## src/rtl/exe_stage_mc_if.sv

```systemverilog
// Execute-stage bundle: upstream (ID/EXE side) drives the *In signals, the stage drives the *Out
// signals. Handshake: validOut marks a real result; stallOut freezes the upstream stages, which
// must hold every input stable until it drops.
interface exe_stage_mc_if #(parameter int N = 32);
  logic         validIn;
  logic         flushIn;
  logic [3:0]   EXE_CMDIn;
  logic         SIn;
  logic         WB_ENIn;
  logic         MEM_R_ENIn;
  logic         MEM_W_ENIn;
  logic [N-1:0] Val1In;
  logic [N-1:0] Val2In;
  logic [N-1:0] Val_RmIn;
  logic [23:0]  Imm24In;
  logic [N-1:0] PCIn;

  logic [N-1:0] ALU_ResOut;
  logic [3:0]   StatusOut;
  logic [N-1:0] Br_AddrOut;
  logic [N-1:0] PCOut;
  logic [N-1:0] Val_RmOut;
  logic         WB_ENOut;
  logic         MEM_R_ENOut;
  logic         MEM_W_ENOut;
  logic         validOut;
  logic         stallOut;
  logic [1:0]   dbg_state;

  modport master (
    output validIn, flushIn, EXE_CMDIn, SIn, WB_ENIn, MEM_R_ENIn, MEM_W_ENIn,
           Val1In, Val2In, Val_RmIn, Imm24In, PCIn,
    input  ALU_ResOut, StatusOut, Br_AddrOut, PCOut, Val_RmOut,
           WB_ENOut, MEM_R_ENOut, MEM_W_ENOut, validOut, stallOut, dbg_state
  );

  modport slave (
    input  validIn, flushIn, EXE_CMDIn, SIn, WB_ENIn, MEM_R_ENIn, MEM_W_ENIn,
           Val1In, Val2In, Val_RmIn, Imm24In, PCIn,
    output ALU_ResOut, StatusOut, Br_AddrOut, PCOut, Val_RmOut,
           WB_ENOut, MEM_R_ENOut, MEM_W_ENOut, validOut, stallOut, dbg_state
  );
endinterface

```

## src/rtl/exe_stage_mc.sv

```systemverilog
// ARM execute stage: single-cycle ALU with NZCV register, branch-target adder and an
// iterative K-bits-per-cycle multiplier that stalls upstream while it runs.
module exe_stage_mc #(
  parameter int N = 32,
  parameter int K = 4
) (
  input  logic            clk,
  input  logic            rst,
  exe_stage_mc_if.slave   bus
);
  localparam int STEPS = N / K;
  localparam int CW    = (STEPS > 1) ? $clog2(STEPS) : 1;

  localparam logic [3:0] CMD_MOV = 4'b0001;
  localparam logic [3:0] CMD_MVN = 4'b1001;
  localparam logic [3:0] CMD_ADD = 4'b0010;
  localparam logic [3:0] CMD_ADC = 4'b0011;
  localparam logic [3:0] CMD_SUB = 4'b0100;
  localparam logic [3:0] CMD_SBC = 4'b0101;
  localparam logic [3:0] CMD_AND = 4'b0110;
  localparam logic [3:0] CMD_ORR = 4'b0111;
  localparam logic [3:0] CMD_EOR = 4'b1000;
  localparam logic [3:0] CMD_MUL = 4'b1010;

  typedef enum logic [1:0] {S_IDLE = 2'd0, S_BUSY = 2'd1, S_DONE = 2'd2} state_t;

  state_t          r_state, w_next;
  logic [CW-1:0]   r_cnt;
  logic [N-1:0]    r_acc, r_mcand, r_mplier;
  logic [3:0]      r_status;

  logic            w_issue, w_stall, w_load, w_step, w_valid;
  logic            w_arith, w_cin;
  logic [N-1:0]    w_b_eff, w_res;
  logic [N:0]      w_sum;
  logic            w_ovf;
  logic [3:0]      w_flags;

  assign w_issue = bus.validIn & ~bus.flushIn & (bus.EXE_CMDIn == CMD_MUL);

  always_comb begin
    w_next  = r_state;
    w_stall = 1'b0;
    w_load  = 1'b0;
    w_step  = 1'b0;
    case (r_state)
      S_IDLE: if (w_issue) begin
        w_stall = 1'b1;
        w_load  = 1'b1;
        w_next  = S_BUSY;
      end
      S_BUSY: if (bus.flushIn) begin
        w_next = S_IDLE;
      end else begin
        w_stall = 1'b1;
        w_step  = 1'b1;
        if (r_cnt == CW'(STEPS - 1)) w_next = S_DONE;
      end
      S_DONE:  w_next = S_IDLE;
      default: w_next = S_IDLE;
    endcase
    // Reset must release the pipeline even while a MUL sits at the stage input.
    if (rst) w_stall = 1'b0;
  end

  always_ff @(posedge clk or posedge rst) begin
    if (rst) begin
      r_state  <= S_IDLE;
      r_cnt    <= '0;
      r_acc    <= '0;
      r_mcand  <= '0;
      r_mplier <= '0;
    end else begin
      r_state <= w_next;
      if (w_load) begin
        r_mcand  <= bus.Val1In;
        r_mplier <= bus.Val2In;
        r_acc    <= '0;
        r_cnt    <= '0;
      end else if (w_step) begin
        r_acc    <= r_acc + r_mcand * N'(r_mplier[K-1:0]);
        r_mcand  <= r_mcand << K;
        r_mplier <= r_mplier >> K;
        r_cnt    <= r_cnt + 1'b1;
      end
    end
  end

  // Subtraction is a + ~b + cin so carry-out is already the ARM "not borrow".
  always_comb begin
    w_arith = 1'b0;
    w_b_eff = bus.Val2In;
    w_cin   = 1'b0;
    case (bus.EXE_CMDIn)
      CMD_ADD: w_arith = 1'b1;
      CMD_ADC: begin w_arith = 1'b1; w_cin = r_status[1]; end
      CMD_SUB: begin w_arith = 1'b1; w_b_eff = ~bus.Val2In; w_cin = 1'b1; end
      CMD_SBC: begin w_arith = 1'b1; w_b_eff = ~bus.Val2In; w_cin = r_status[1]; end
      default: ;
    endcase
  end

  assign w_sum = {1'b0, bus.Val1In} + {1'b0, w_b_eff} + (N+1)'(w_cin);
  assign w_ovf = (bus.Val1In[N-1] == w_b_eff[N-1]) && (w_sum[N-1] != bus.Val1In[N-1]);

  always_comb begin
    w_res = '0;
    case (bus.EXE_CMDIn)
      CMD_MOV: w_res = bus.Val2In;
      CMD_MVN: w_res = ~bus.Val2In;
      CMD_ADD, CMD_ADC, CMD_SUB, CMD_SBC: w_res = w_sum[N-1:0];
      CMD_AND: w_res = bus.Val1In & bus.Val2In;
      CMD_ORR: w_res = bus.Val1In | bus.Val2In;
      CMD_EOR: w_res = bus.Val1In ^ bus.Val2In;
      CMD_MUL: w_res = r_acc;
      default: w_res = '0;
    endcase
  end

  assign w_flags = {w_res[N-1], (w_res == '0),
                    w_arith ? w_sum[N] : r_status[1],
                    w_arith ? w_ovf    : r_status[0]};

  assign w_valid = bus.validIn & ~bus.flushIn & ~w_stall & ~rst;

  always_ff @(negedge clk or posedge rst) begin
    if (rst)                    r_status <= 4'b0000;
    else if (bus.SIn & w_valid) r_status <= w_flags;
  end

  assign bus.ALU_ResOut  = w_res;
  assign bus.StatusOut   = r_status;
  assign bus.Br_AddrOut  = bus.PCIn + {{(N-26){bus.Imm24In[23]}}, bus.Imm24In, 2'b00};
  assign bus.PCOut       = bus.PCIn;
  assign bus.Val_RmOut   = bus.Val_RmIn;
  assign bus.WB_ENOut    = bus.WB_ENIn    & w_valid;
  assign bus.MEM_R_ENOut = bus.MEM_R_ENIn & w_valid;
  assign bus.MEM_W_ENOut = bus.MEM_W_ENIn & w_valid;
  assign bus.validOut    = w_valid;
  assign bus.stallOut    = w_stall;
  assign bus.dbg_state   = r_state;
endmodule
```

## src/flat_wrapper.sv

```systemverilog
// flat-port wrapper written by rule: the top's interface ports become plain ports
module exe_stage_mc_flat 
#(
  parameter int N = 32,
  parameter int K = 4
)
  (clk, rst, bus_validIn, bus_flushIn, bus_EXE_CMDIn, bus_SIn, bus_WB_ENIn, bus_MEM_R_ENIn, bus_MEM_W_ENIn, bus_Val1In, bus_Val2In, bus_Val_RmIn, bus_Imm24In, bus_PCIn, bus_ALU_ResOut, bus_StatusOut, bus_Br_AddrOut, bus_PCOut, bus_Val_RmOut, bus_WB_ENOut, bus_MEM_R_ENOut, bus_MEM_W_ENOut, bus_validOut, bus_stallOut, bus_dbg_state);
  exe_stage_mc_if #(.N(N)) bus_i ();
  input  logic clk;
  input  logic rst;
  input wire logic [$bits(bus_i.validIn)-1:0] bus_validIn;
  input wire logic [$bits(bus_i.flushIn)-1:0] bus_flushIn;
  input wire logic [$bits(bus_i.EXE_CMDIn)-1:0] bus_EXE_CMDIn;
  input wire logic [$bits(bus_i.SIn)-1:0] bus_SIn;
  input wire logic [$bits(bus_i.WB_ENIn)-1:0] bus_WB_ENIn;
  input wire logic [$bits(bus_i.MEM_R_ENIn)-1:0] bus_MEM_R_ENIn;
  input wire logic [$bits(bus_i.MEM_W_ENIn)-1:0] bus_MEM_W_ENIn;
  input wire logic [$bits(bus_i.Val1In)-1:0] bus_Val1In;
  input wire logic [$bits(bus_i.Val2In)-1:0] bus_Val2In;
  input wire logic [$bits(bus_i.Val_RmIn)-1:0] bus_Val_RmIn;
  input wire logic [$bits(bus_i.Imm24In)-1:0] bus_Imm24In;
  input wire logic [$bits(bus_i.PCIn)-1:0] bus_PCIn;
  output wire logic [$bits(bus_i.ALU_ResOut)-1:0] bus_ALU_ResOut;
  output wire logic [$bits(bus_i.StatusOut)-1:0] bus_StatusOut;
  output wire logic [$bits(bus_i.Br_AddrOut)-1:0] bus_Br_AddrOut;
  output wire logic [$bits(bus_i.PCOut)-1:0] bus_PCOut;
  output wire logic [$bits(bus_i.Val_RmOut)-1:0] bus_Val_RmOut;
  output wire logic [$bits(bus_i.WB_ENOut)-1:0] bus_WB_ENOut;
  output wire logic [$bits(bus_i.MEM_R_ENOut)-1:0] bus_MEM_R_ENOut;
  output wire logic [$bits(bus_i.MEM_W_ENOut)-1:0] bus_MEM_W_ENOut;
  output wire logic [$bits(bus_i.validOut)-1:0] bus_validOut;
  output wire logic [$bits(bus_i.stallOut)-1:0] bus_stallOut;
  output wire logic [$bits(bus_i.dbg_state)-1:0] bus_dbg_state;
  assign bus_i.validIn = bus_validIn;
  assign bus_i.flushIn = bus_flushIn;
  assign bus_i.EXE_CMDIn = bus_EXE_CMDIn;
  assign bus_i.SIn = bus_SIn;
  assign bus_i.WB_ENIn = bus_WB_ENIn;
  assign bus_i.MEM_R_ENIn = bus_MEM_R_ENIn;
  assign bus_i.MEM_W_ENIn = bus_MEM_W_ENIn;
  assign bus_i.Val1In = bus_Val1In;
  assign bus_i.Val2In = bus_Val2In;
  assign bus_i.Val_RmIn = bus_Val_RmIn;
  assign bus_i.Imm24In = bus_Imm24In;
  assign bus_i.PCIn = bus_PCIn;
  assign bus_ALU_ResOut = bus_i.ALU_ResOut;
  assign bus_StatusOut = bus_i.StatusOut;
  assign bus_Br_AddrOut = bus_i.Br_AddrOut;
  assign bus_PCOut = bus_i.PCOut;
  assign bus_Val_RmOut = bus_i.Val_RmOut;
  assign bus_WB_ENOut = bus_i.WB_ENOut;
  assign bus_MEM_R_ENOut = bus_i.MEM_R_ENOut;
  assign bus_MEM_W_ENOut = bus_i.MEM_W_ENOut;
  assign bus_validOut = bus_i.validOut;
  assign bus_stallOut = bus_i.stallOut;
  assign bus_dbg_state = bus_i.dbg_state;
  exe_stage_mc #(.N(N), .K(K)) u_core (.clk(clk), .rst(rst), .bus(bus_i));
endmodule
```

## config.mk

```make
export PLATFORM = sky130hd
export DESIGN_NAME = exe_stage_mc_flat
export DESIGN_NICKNAME = d
export VERILOG_FILES = /design/src/rtl/exe_stage_mc_if.sv /design/src/rtl/exe_stage_mc.sv /design/src/flat_wrapper.sv
export SDC_FILE = /design/constraint.sdc
export NUM_CORES = 1
export LEC_CHECK = 0
export ABC_AREA = 1
export BUFFER_PORTS_ARGS = -buffer_cell sky130_fd_sc_hd__buf_2
export CAP_MARGIN = 30
export CORE_MARGIN = 8
export CORE_UTILIZATION = 38
export DETAILED_ROUTE_END_ITERATION = 12
export PLACE_DENSITY = 0.57
export SKIP_LAST_GASP = 1
export SLEW_MARGIN = 10
export SYNTH_ARGS = -nofsm -noshare
export SYNTH_HDL_FRONTEND = slang
export SYNTH_SLANG_ARGS = --single-unit
```

## constraint.sdc

```tcl
create_clock -name clk -period 8.14 [get_ports clk]
set_input_delay 1.221 -clock clk [delete_from_list [all_inputs] [get_ports clk]]
set_output_delay 1.221 -clock clk [all_outputs]
set_load 0.02 [all_outputs]
```

==> results of run 1 <==
[report_power, final]
part	total (W)	switching (W)	internal, W
clock network	0.000488	0.000236	0.000252
registers	0.000890	0.000208	0.000683
logic	0.00259	0.00160	0.000996
[metal layers]
layer  track usage  vias to the layer above  wire, µm  part of all wire
met1         0.304                     7920     26600              0.47
met2         0.369                      395     26100              0.46
met5             0                        -         0                 0
li1              -                     8129         -                 -
met4        0.0710                        0      1590             0.028
met3        0.0237                       68      2370             0.042
[through the flow]
step                      total power, W  utilization  worst slack (ns)  TNS (ns)
after floorplan                  0.00260            -           0.00241         0
after global placement           0.00332        0.434            -0.185    -0.425
after detailed placement         0.00337        0.435            -0.229    -0.667
after CTS                        0.00392        0.452            -0.263     -2.01
after global routing             0.00435        0.461            -0.258     -2.27
final                            0.00397        0.461            -0.136    -0.489
[flip-flops by register name, summed over array words and instances (netlist names)]
register,flops
u_core.r_acc,32
u_core.r_mcand,32
u_core.r_mplier,32
u_core.bus.StatusOut,4
u_core.r_cnt,3
u_core.bus.dbg_state,2
[critical path: stages (launching register included)]
cell,delay [ns]
dfrtn_1,0.46
inv_4,0.08
o32ai_4,0.23
fa_2,0.27
inv_2,0.04
fa_2,0.36
inv_2,0.10
buf_6,0.12
nand2_4,0.06
nand3_4,0.09
nand2_4,0.07
nand2_4,0.11
nand3_4,0.09
nand2_2,0.09
nand2_1,0.08
nand2_2,0.09
a21oi_2,0.06
inv_1,0.09
buf_6,0.12
[cells in the final DEF (no fill, tap or decap), types with 87 or more instances in the layout]
master	n
nand2_1	676
a21oi_1	97
buf_2	215
buf_4	143
nor2_1	160
ha_1	159
inv_1	422
o21ai_0	93
dfrtp_1	101
fa_1	87
[repair_timing]
item,in CTS,in global routing
hold endpoints to repair,0,0
resized for setup,83,68
hold buffers,0,0
pin swaps,30,36
setup buffers,27,16
setup endpoints to repair,18,24
cloned,0,0
[area by class of cell]
type / count / area (µm²)
tap: 539 / 674
multi-input combinational: 1738 / 11400
clock inverter: 6 / 70.1
sequential: 105 / 2630
clock buffer: 10 / 239
timing repair buffer: 390 / 2570
antenna: 1 / 2.50
inverter: 434 / 1630
fill: 4367 / 22500
[final timing paths]
kind	end
min in group asynchronous	u_core.bus.dbg_state[0]
min reg2reg	u_core.bus.StatusOut[3]
max reg2reg	u_core.bus.StatusOut[2]
min	u_core.bus.StatusOut[3]
max	bus_ALU_ResOut[30]
max in group asynchronous	u_core.bus.StatusOut[2]
[kinds of logic after synthesis]
family | count (synthesis) | share of synthesized area
AO/OA/AOI/OAI | 372 | 0.145
XOR/XNOR | 76 | 0.0418
adder cells (fa/ha/maj) | 250 | 0.238
buffers and inverters | 560 | 0.149
flip-flops | 105 | 0.165
AND/OR/NAND/NOR | 1040 | 0.261
==> results_dict.tcl, run 1 <==
set metrics [dict create \
    finalInstanceArea_um2 19200 \
    synthCells 2403 \
    ys_ff_latch 105 \
    root_buffer "clkbuf_16" \
    hp-start "u_core.bus.StatusOut[3]" \
    worstSetupStartpointType "flop" \
    grt_first_pass_wirelength_mm 88.9 \
    numCtsBuffers 9 \
    maxSlewHeadroom 0.476 \
    ys.flop_type "dfrtp_1" \
    drt-total-wl_mm 56.6 \
    path_class "reg -> out" \
    rsz0062_at_grt "yes" \
    ir_worst_vdd_uv 132 \
    syn-cell-area_um2 15900 \
    drtIter0Drc 1193 \
    crit_path_end_kind "primary output" \
    rr_worst_depth 15 \
    max_cap_violations 0 \
    syn-num-nets 2817 \
    die_x_um 221 \
    layout-drive-gt1-share 0.192 \
    io_pins 303 \
    worstPathRequired_ns 6.92 \
    cts_tree "done" \
    fin_nets 3092 \
    cp_max_fo 3 \
    whs_path_depth 2 \
    rows 75 \
    gp_congestion 0.975 \
    slew_viol_final 0 \
    yosysUniqueCellTypes 46 \
    place_area_um2 18100 \
    clockBufferDepth 2 \
    ys_seq_area_frac 0.165 \
    antenna_found_initial 1 \
    grt_usage 0.224 \
    critPathArrivalTime_ns 7.05 \
    violations "setup timing" \
    hpwl_mm 46.7 \
    cp-startpoint "u_core.bus.StatusOut[1]" \
    grt_max_degree 70 \
    die_h_um 221 \
    area_growth_pct 20.4 \
    post_drt_wl_per_cell_um 17.6 \
    whs_ns 0.458 \
    first_pass_iters 5 \
    portBuffers 232 \
    syn_avg_cell_area_um2 6.63 \
    synthTopCellsByArea "nand2_1 (17%), dfrtp_1 (16%), ha_1 (13%)" \
    status "finished, violations left" \
    ys_async_sr_fraction 1.00 \
    synth.most_common_cell "nand2_1" \
    dr_total_vias 16512 \
    setup_viol 8 \
    clk_latency_ns 0.38 \
    power.density_nw_per_um2 207 \
    synth-edff-count 0 \
    r2r_start "u_core.r_acc[12]" \
    clock_sinks 105 \
    core_um2 41700 \
    ant_nets 0 \
    synth.top_cells.by_count "nand2_1 (715), inv_1 (431), nor2_1 (173), ha_1 (161)" \
    p_leak_nw 10.7 \
    clkSlewWorstSetupHoldPaths_ns 0.06 \
    die-area_um2 48800 \
    remaining_drc_errors 0 \
    grt_pass1_vias 16306 \
    start_util 0.383 \
    synth_top_area_frac 0.168 \
    tightest_slew_ns 0.786 \
    yosys.area.top_type "nand2_1" \
    min_path_type "reg -> reg" \
    hold_viol 0 \
    via_per_inst 5.12 \
    overflow 0 \
    place_inst 3178 \
    worst-r2r-setup-slack_ns 1.75 \
    instances_no_fill 3223 \
    cts_htree_levels 3 \
    skew_ns 0.00958 \
    setup_slack_ns -0.136 \
    yosysWarnings 0 \
]
(Power assumes the default switching activity.)
==> inputs of run 2 (changes only) <==
- CELL_PAD_IN_SITES_DETAIL_PLACEMENT: unset -> 1
- CELL_PAD_IN_SITES_GLOBAL_PLACEMENT: unset -> 2
- CORE_UTILIZATION: 38 -> 34
- PLACE_DENSITY: 0.57 -> 0.88
==> run 2 against run 1 <==
Net effect:
- the flow still finishes with violations (setup timing)
- first-iteration DRC count fell by 23%
- worst setup slack got worse by 0.32 ns
- utilization fell by 3.8 points
- critical path depth did not move
- combinational power rose by 5%
- total power rose by 3.1%
- hold slack got worse by 0.013 ns
- cell area rose by 2.2%
==> results_dict.tcl, run 2 (synthesis results as in run 1) <==
set metrics [dict create \
    whs_ns 0.445 \
    antenna_found_initial 0 \
    p_leak_nw 10.9 \
    violations "setup timing" \
    max_cap_violations 0 \
    rsz0062_at_grt "yes" \
    start_util 0.343 \
    die-area_um2 54100 \
    ir_worst_vdd_uv 110 \
    crit_path_end_kind "primary output" \
    cts_tree "done" \
    numCtsBuffers 9 \
    overflow 0 \
    power.density_nw_per_um2 209 \
    fin_nets 3113 \
    first_pass_iters 4 \
    layout-drive-gt1-share 0.205 \
    hpwl_mm 53.8 \
    cp-startpoint "u_core.bus.StatusOut[1]" \
    grt_first_pass_wirelength_mm 103 \
    place_area_um2 18300 \
    fin_util 0.422 \
    n_fill_cell 6052 \
    path_class "reg -> out" \
    finalInstanceArea_um2 19600 \
    clk_latency_ns 0.38 \
    status "finished, violations left" \
    hp-start "u_core.bus.StatusOut[3]" \
    worstPathRequired_ns 6.92 \
    rows 79 \
    root_buffer "clkbuf_16" \
    instances_no_fill 3310 \
    remaining_drc_errors 0 \
    critPathArrivalTime_ns 7.37 \
    portBuffers 232 \
    setup_viol 26 \
    gp_congestion 0.944 \
    r2r_start "u_core.r_acc[7]" \
    wl_met1_mm 29.9 \
    grt_max_degree 69 \
    ant_nets 0 \
    drt-total-wl_mm 65.4 \
    place_inst 3257 \
    layout_common_cells "nand2_1 (672), inv_1 (420), buf_2 (204), buf_4 (160), ha_1 (159)" \
    slew_viol_final 0 \
    io_pins 303 \
    dp_slack_ns -0.340 \
    cp_max_fo 2 \
    dr_wl_met2_mm 32.0 \
    worstSetupStartpointType "flop" \
    setup_slack_ns -0.453 \
    grt_usage 0.238 \
    wl_met3_mm 1.70 \
    core_um2 46500 \
    die_x_um 233 \
    register_area_um2 2630 \
    maxSlewHeadroom 0.467 \
    drtIter0Drc 923 \
    tightest_slew_ns 0.799 \
    routed.top_layer "met4" \
    dr_total_vias 17002 \
    clockBufferDepth 2 \
    post_drt_wl_per_cell_um 19.8 \
    min_path_type "reg -> reg" \
    skew_ns 0.00744 \
    die_h_um 233 \
    multi_input_area_um2 11400 \
    via_per_inst 5.14 \
    cts_htree_levels 3 \
    antenna_cells 0 \
    grt_pass1_vias 18703 \
    area_growth_pct 23.0 \
    clock_sinks 105 \
    clkSlewWorstSetupHoldPaths_ns 0.05 \
    mostFrequentLayoutCell "nand2_1" \
    reg_top3 "u_core.r_acc: 32 flops, u_core.r_mcand: 32 flops, u_core.r_mplier: 32 flops" \
    hold_viol 0 \
]
==> run 2: area by class of cell <==
cell class                 instances  share of cell area
clock inverter                     4             0.00274
inverter                         434              0.0834
timing repair buffer             411               0.146
multi-input combinational       1738               0.583
tap                              607              0.0387
sequential                       105               0.134
clock buffer                      11              0.0124
==> run 2: final timing paths <==
path | end | slack, ns | cells after the start
setup / recovery | bus_ALU_ResOut[28] | -0.45 | 18
hold / removal | u_core.bus.StatusOut[3] | 0.45 | 2
setup reg to reg | u_core.bus.StatusOut[2] | 2.05 | 12
hold reg to reg | u_core.bus.StatusOut[3] | 0.45 | 2
max in group asynchronous | u_core.bus.StatusOut[2] | 2.94 | 2
min in group asynchronous | u_core.r_mplier[7] | 0.88 | 2
==> run 2: critical path, cell delays in order, from the launching register on <==
cell	delay [ns]
dfrtn_1	0.46
clkinvlp_4	0.24
o32ai_4	0.29
fa_2	0.28
inv_2	0.04
fa_2	0.37
inv_2	0.07
nand3_2	0.07
nand2_2	0.09
buf_6	0.11
nand2_4	0.06
nand3_4	0.07
nand3b_1	0.20
nand3_1	0.13
nand2_1	0.06
nor2_2	0.14
nor2_2	0.06
inv_2	0.07
buf_6	0.11
==> run 2: per-stage QoR <==
stage	setup TNS [ns]	power (W)
6_report	-5.62	0.00409
4_1_cts	-10.26	0.00403
5_1_grt	-8.55	0.00448
3_3_place_gp	-1.07	0.00335
2_1_floorplan	0	0.00260
3_5_place_dp	-1.56	0.00348
==> run 2: timing repair <==
item,in CTS,in global routing
gates cloned,0,1
resized for setup,94,110
hold buffers,0,0
pin swaps,26,50
buffers inserted,30,22
setup endpoints to repair,19,34
==> run 2: metal layers <==
metal,up-vias,global-route usage
li1,8150,-
met1,8487,0.311
met2,286,0.414
met3,79,0.0179
met4,0,0.0716
met5,-,0
==> run 2: report_power, final <==
part	switching, W	internal (W)	total [W]
Sequential	0.000211	0.000683	0.000894
Combinational	0.00169	0.00104	0.00273
Clock	0.000222	0.000246	0.000469
